[src/rtl/reg_dump_sequencer.sv]
// ---------------------------------------------------------------------------
// reg_dump_sequencer
//
// Read-side initiator for the 32-entry register file. A start command latches
// an inclusive index range (5-bit wrap-around), then every index in the range
// is presented on the register-file read port, the combinational read data is
// registered, and the value is streamed out tagged with its index over a
// valid/ready interface. busy_o stays high for the whole dump so the control
// unit can hold off register writes and keep the snapshot coherent.
//
// Ports
//   clk              system clock, rising edge
//   reset            asynchronous, active-low reset
//   start_i          start a dump (only sampled in IDLE)
//   abort_i          synchronous abort back to IDLE, priority over start_i
//   first_reg_i      first index of the range, latched at start
//   last_reg_i       last index of the range (inclusive), latched at start
//   Read_Register_o  address to the register-file read port
//   Read_Data_i      combinational data for Read_Register_o
//   dump_valid_o     dump_data_o / dump_index_o hold a valid beat
//   dump_ready_i     sink accepts the current beat
//   dump_data_o      registered register value
//   dump_index_o     index of dump_data_o
//   busy_o           high while a dump is in progress (ADDR, SEND, DONE)
//   done_o           one-cycle pulse after the final beat is accepted
// ---------------------------------------------------------------------------
module reg_dump_sequencer #(
    parameter int N = 32
) (
    input  logic         clk,
    input  logic         reset,
    input  logic         start_i,
    input  logic         abort_i,
    input  logic [4:0]   first_reg_i,
    input  logic [4:0]   last_reg_i,
    output logic [4:0]   Read_Register_o,
    input  logic [N-1:0] Read_Data_i,
    output logic         dump_valid_o,
    input  logic         dump_ready_i,
    output logic [N-1:0] dump_data_o,
    output logic [4:0]   dump_index_o,
    output logic         busy_o,
    output logic         done_o
);

    typedef enum logic [1:0] {
        S_IDLE,
        S_ADDR,
        S_SEND,
        S_DONE
    } state_t;

    state_t         state_q;
    state_t         state_d;
    logic [4:0]     index_q;
    logic [4:0]     last_q;
    logic [N-1:0]   data_q;
    logic [4:0]     beat_index_q;
    logic           handshake;
    logic           at_last;

    // A beat is accepted only while it is actually being offered.
    assign handshake = (state_q == S_SEND) && dump_ready_i;
    assign at_last   = (index_q == last_q);

    // State register.
    always_ff @(posedge clk or negedge reset) begin
        if (!reset) begin
            state_q <= S_IDLE;
        end else begin
            state_q <= state_d;
        end
    end

    // Next-state logic. Abort wins over everything once a dump is running.
    always_comb begin
        state_d = state_q;
        case (state_q)
            S_IDLE: begin
                if (start_i && !abort_i) begin
                    state_d = S_ADDR;
                end
            end
            S_ADDR: begin
                state_d = abort_i ? S_IDLE : S_SEND;
            end
            S_SEND: begin
                if (abort_i) begin
                    state_d = S_IDLE;
                end else if (handshake) begin
                    state_d = at_last ? S_DONE : S_ADDR;
                end
            end
            S_DONE: begin
                state_d = S_IDLE;
            end
            default: begin
                state_d = S_IDLE;
            end
        endcase
    end

    // Datapath: range latch, index walk and beat capture. The index is left
    // on the last delivered value when the dump ends, so the read port keeps
    // pointing there while idle. The first index goes straight into the
    // counter, so only the last index needs its own register.
    always_ff @(posedge clk or negedge reset) begin
        if (!reset) begin
            index_q      <= '0;
            last_q       <= '0;
            data_q       <= '0;
            beat_index_q <= '0;
        end else begin
            case (state_q)
                S_IDLE: begin
                    if (start_i && !abort_i) begin
                        index_q <= first_reg_i;
                        last_q  <= last_reg_i;
                    end
                end
                S_ADDR: begin
                    // Read data is sampled only here; later register-file
                    // writes cannot disturb the beat being offered.
                    if (!abort_i) begin
                        data_q       <= Read_Data_i;
                        beat_index_q <= index_q;
                    end
                end
                S_SEND: begin
                    if (handshake && !abort_i && !at_last) begin
                        index_q <= index_q + 5'd1;
                    end
                end
                default: begin
                end
            endcase
        end
    end

    // Outputs decoded from state, so an asynchronous reset clears them at once.
    always_comb begin
        Read_Register_o = index_q;
        dump_data_o     = data_q;
        dump_index_o    = beat_index_q;
        dump_valid_o    = (state_q == S_SEND);
        busy_o          = (state_q != S_IDLE);
        done_o          = (state_q == S_DONE);
    end

endmodule
[config.mk]
export PLATFORM = sky130hd
export DESIGN_NAME = reg_dump_sequencer
export DESIGN_NICKNAME = d
export VERILOG_FILES = /design/src/rtl/reg_dump_sequencer.sv
export SDC_FILE = /design/constraint.sdc
export NUM_CORES = 1
export LEC_CHECK = 0
export BUFFER_PORTS_ARGS = -buffer_cell sky130_fd_sc_hd__clkbuf_2
export CAP_MARGIN = 20
export CORE_ASPECT_RATIO = 0.7
export CORE_MARGIN = 1
export CORE_UTILIZATION = 25
export CTS_BUF_LIST = sky130_fd_sc_hd__clkbuf_8 sky130_fd_sc_hd__clkbuf_16
export DETAILED_ROUTE_END_ITERATION = 7
export GPL_TIMING_DRIVEN = 0
export HOLD_SLACK_MARGIN = 0.1
export PLACE_DENSITY = 0.56
export SLEW_MARGIN = 20
export SYNTH_ARGS = -nofsm -noshare
export SYNTH_HDL_FRONTEND = slang
export SYNTH_SLANG_ARGS = --single-unit
[constraint.sdc]
create_clock -name clk -period 1.45 [get_ports clk]
set_input_delay 0.145 -clock clk [delete_from_list [all_inputs] [get_ports clk]]
set_output_delay 0.145 -clock clk [all_outputs]
set_load 0.03 [all_outputs]
# Word-level counts from Yosys, hierarchy flattened
# Cells that the tools add are included.
# op_classes
mul	0
n_lt_le_gt_ge	0
n_mux	9
n_div	0
bitwise_logic	1
eq_ne	7
n_reduce_logical	13
shifts	0
addsub	1
# op_table
cell	count
2-bit 2-to-1 mux	5
5-bit 2-to-1 mux	2
5-bit one-hot mux with 2 select lines	1
2-bit one-hot mux with 4 select lines	1
2-bit AND reduction	3
5-bit by 1-bit adder with 5-bit output, second input constant	1
5-bit equality test	1
2-bit equality test, second input constant	2
1-bit logical AND	4
2-bit nonzero test	2
3-bit by 2-bit inequality test with 1-bit output, second input constant	1
3-bit AND reduction	1
2-bit by 1-bit equality test with 1-bit output, second input constant	1
1-bit logical NOT	2
2-bit logical NOT	1
2-bit by 1-bit inequality test with 1-bit output, second input constant	1
2-bit inequality test, second input constant	1
1-bit inverter	1
# totals
in_bits	47
reg_bits	49
memories	0
latch_bits	0
romBits	0
ram_bits	0
output_inout_bits	45
word_cells	36

# Depth between registers and ports, before layout
# depth
ltp_word	6
depth_mapped	6
mapped_depth_nobuf	5

# Worst setup path after synthesis
# Ideal clock, no wire load.
# synth_timing
path_kind	flip-flop to flip-flop
start	reg index_q[2], in the netlist Read_Register_o[2]
end	reg index_q[1], in the netlist Read_Register_o[1]
stages_incl_launch_ff	6
required_time_ps	1325
n_path_buf	0
setup_slack_ps	-302
arrival_ps	1627
synth_period_minus_slack_ps	1752
setup_time_ps	125
cell_sequence	dfrtp_1 -> xor2_1 -> nor3_2 -> nand3_2 -> a31oi_4 -> mux2_4
# synth_between
elab_chain_cells	5
# synth_rtl
item	line	text
start: declaration	55	logic [4:0] index_q;
start signal: assignment	117	index_q <= first_reg_i;
start signal: assignment	131	index_q <= index_q + 5'd1;
5-bit equality test	64	assign at_last = (index_q == last_q);
1-bit logical NOT	130	if (handshake && !abort_i && !at_last) begin
1-bit logical AND	130	
2-bit by 1-bit inequality test with 1-bit output (no source line)	-	
3-bit AND reduction (no source line)	-	
# No other way between the ends.
# A chain may end at the register's enable or synchronous reset.

# Worst setup path after layout
# layout_timing
start	reg index_q[4], in the netlist Read_Register_o[4]
end	reg index_q[1], in the netlist Read_Register_o[1]
# The elaborated chain is that of the path after synthesis.

==> results.txt <==
Initial antenna violation count: 0
Row count: 27
Design area: 3618 µm²
Pins over their slew limit: 0
First-pass GRT wire length: 8590 µm
Clock root buffer: clkbuf_16
Area Growth Syn to Fin: 73.28%
Routed WL per cell: 14.86 µm
Peak fanout along the critical path: 4
H-tree levels: 2
Vias per cell: 4.384
Req. time, crit path: 1.62 ns
Post-synth EDFFs: 0
RSZ-0062 raised after global routing: yes
Gpl congestion: 0.7764
Peak Freq: 0.6058 GHz
WS Path Type: reg2reg
Worst slew pin tran: 0.6780 ns
Yosys reg bits: 49
Diodes inserted: 0
Synth area leader: dfrtp_1
Failing checks: design-rule violations, negative setup slack
Register area: 1231 µm²
Initial core utilization: 26.19%
Max Root-Sink Buffers: 2
Total track usage: 12.65%
Pwr Density: 1535 nW/µm²
Top FF cell, synth: dfrtp_1
Pin count of the biggest net entering global routing: 50
Distinct cells, synth: 33
Routed via count: 1758
Period utilisation layout: 113.8%
Reg2Reg Setup Slack: -0.20 ns
Clock-pin transition on the worst setup and hold timing paths: 0.07 ns
Filler cells: 741
Synth Net Count: 192
Worst r2r path cells: 5
Post-Synthesis Cells: 144
Commonest cells in the synthesized netlist: dfrtp_1 (49), mux2_2 (42), nand2_1 (7)
Residual DRC: 9
Multi-input logic area: 982.2 µm²
Crit path DAT: 1.82 ns
Share of layout cells above drive strength 1: 60.33%
Share of flip-flops with an asynchronous set or reset: 100.0%
Yosys warning total: 0
Final Hold Vio Count: 0
First drt pass iteration count: 6
Mapped Area: 2088 µm²
Leakage: 1.739 nW
CTS Sinks: 49
Sequential element share of the synthesized area: 58.72%
Vias in the first global route: 1763
Count leader, synth: dfrtp_1
Final HPWL DP: 3351 µm
Remaining global-route overflow: 0
Final worst slack: -0.2007 ns
Die height: 78.47 µm
Die Wd: 111.2 µm
Input/output buffers: 91
DP Worst Slack: -0.3563 ns
VDD IR-drop max: 995.4 µV
Die area: 8728 µm²
Syn Area/Cell: 14.50 µm²
Core Area: 7973 µm²
Post-layout min period: 1.651 ns
Top cell type's share of synthesized area: 58.72%
Nets: 347
Outcome: finished with violations
# setup viols final: 7
Initial DRC Count: 61
CTS tree: built
Ports: 92
Post-DP Area: 2699 µm²
CP startpoint kind: register
Hold path depth: 2
Type of the most critical hold path: in2reg
CP endpoint kind: register
Max cap viols: 0
Skew final: 0.005294 ns
Drt total wl: 5960 µm
Clock buffer count from CTS: 5
Max transition margin: 54.80%
Clk_lat worst skew: 0.28 ns
Synth area leaders: dfrtp_1 (59%), mux2_2 (23%), nand2_1 (1.3%), xor2_1 (1.3%), nand2b_1 (1.2%)
Post-route ant nets: 0
==> layout by cell type (no fill, tap or decap), types with 2 or more instances in the layout <==
master and n:
buf_12 3, nand2_1 7, nand2b_4 2, clkbuf_2 89, buf_8 3, buf_4 14
buf_6 2, clkinvlp_4 2, a41o_2 2, a21oi_1 3, mux2_2 6, nor2_4 2
clkbuf_16 8, nand3_1 2, dfrtp_1 45, xor2_1 3, xnor2_1 2, dlygate4sd3_1 37
o21ai_0 2, dfrtp_2 4, nor3_1 2, mux2_4 37, nor2_1 2, inv_1 2
nand2b_1 3
==> critical path, cell delays in order, from the launching register on <==
cell and delay, ns:
dfrtp_2 0.43, xor2_1 0.16, nor3_2 0.25, nand3_2 0.16, a31oi_4 0.23, mux2_4 0.31
==> worst paths after layout <==
path                                    start                  to
min in group asynchronous               reset          state_q[0]
min                             last_reg_i[2]           last_q[2]
max                        Read_Register_o[4]  Read_Register_o[1]
max reg2reg                Read_Register_o[4]  Read_Register_o[1]
max in group asynchronous               reset  Read_Register_o[4]
min reg2reg                    dump_data_o[8]      dump_data_o[8]
==> registers in the layout (all words and copies together) (netlist names) <==
register / count
dump_data_o: 32
last_q: 5
dump_index_o: 5
state_q: 2
Read_Register_o: 5
==> cell type report <==
class                      count  area share [%]
sequential                    49           34.02
timing repair buffer         148           29.56
multi-input combinational     90           27.14
tap                          101           3.492
clock buffer                   5           3.458
buffer                         4           1.694
clock inverter                 3          0.4149
inverter                       1          0.2075
==> per-stage QoR <==
stage | hold slack [ns] | utilization (%) | power [mW] | setup TNS [ns] | instances
CTS | 0.1036 | 41.53 | 5.309 | -1.302 | 391
detailed placement | 0.2657 | 33.85 | 4.026 | -8.642 | 336
global route | 0.1156 | 45.39 | 5.859 | -2.720 | 401
floorplan | -0.1506 | - | 3.397 | -0.3687 | 144
finish | 0.1060 | 45.39 | 5.553 | -1.036 | 401
global placement | 0.3780 | 33.82 | 3.997 | -8.022 | 336
==> logic make-up (layout without fill, tap and decap cells) <==
kind of cell | after synthesis | count (layout) | synth area share (%)
adders and majority gates | 1 | 1 | 0.5991
buffers and inverters | 5 | 161 | 1.857
and+or+nand+nor | 26 | 26 | 7.370
DFF | 49 | 49 | 58.72
AOI/OAI and AO/OA | 15 | 15 | 5.992
muxes | 43 | 43 | 23.37
xor gates and xnor gates | 5 | 5 | 2.097
==> routing by layer <==
layer | GRT usage, % | share of wire [%] | routed length (µm) | up-vias
met5 | 0 | 0 | 0 | -
met4 | 4.595 | 1.0 | 62 | 0
met3 | 2.625 | 5.1 | 303 | 7
met2 | 20.63 | 47 | 2786 | 68
met1 | 16.64 | 47 | 2808 | 859
li1 | - | - | - | 824
==> report_power, final <==
part           switching [mW]  internal, mW  leakage, nW
Clock                   0.486         0.627       0.0724
Sequential              0.279          1.78        0.579
Combinational            1.32          1.05         1.09
==> repair_timing <==
item	CTS	global route
endpoints found under the setup margin	43	49
resized for setup	7	44
buffers inserted	11	6
hold endpoints to repair	84	1
pin swaps	5	4
hold buffers	36	1
gates cloned	0	3
Power figures use the tool's default switching activity.
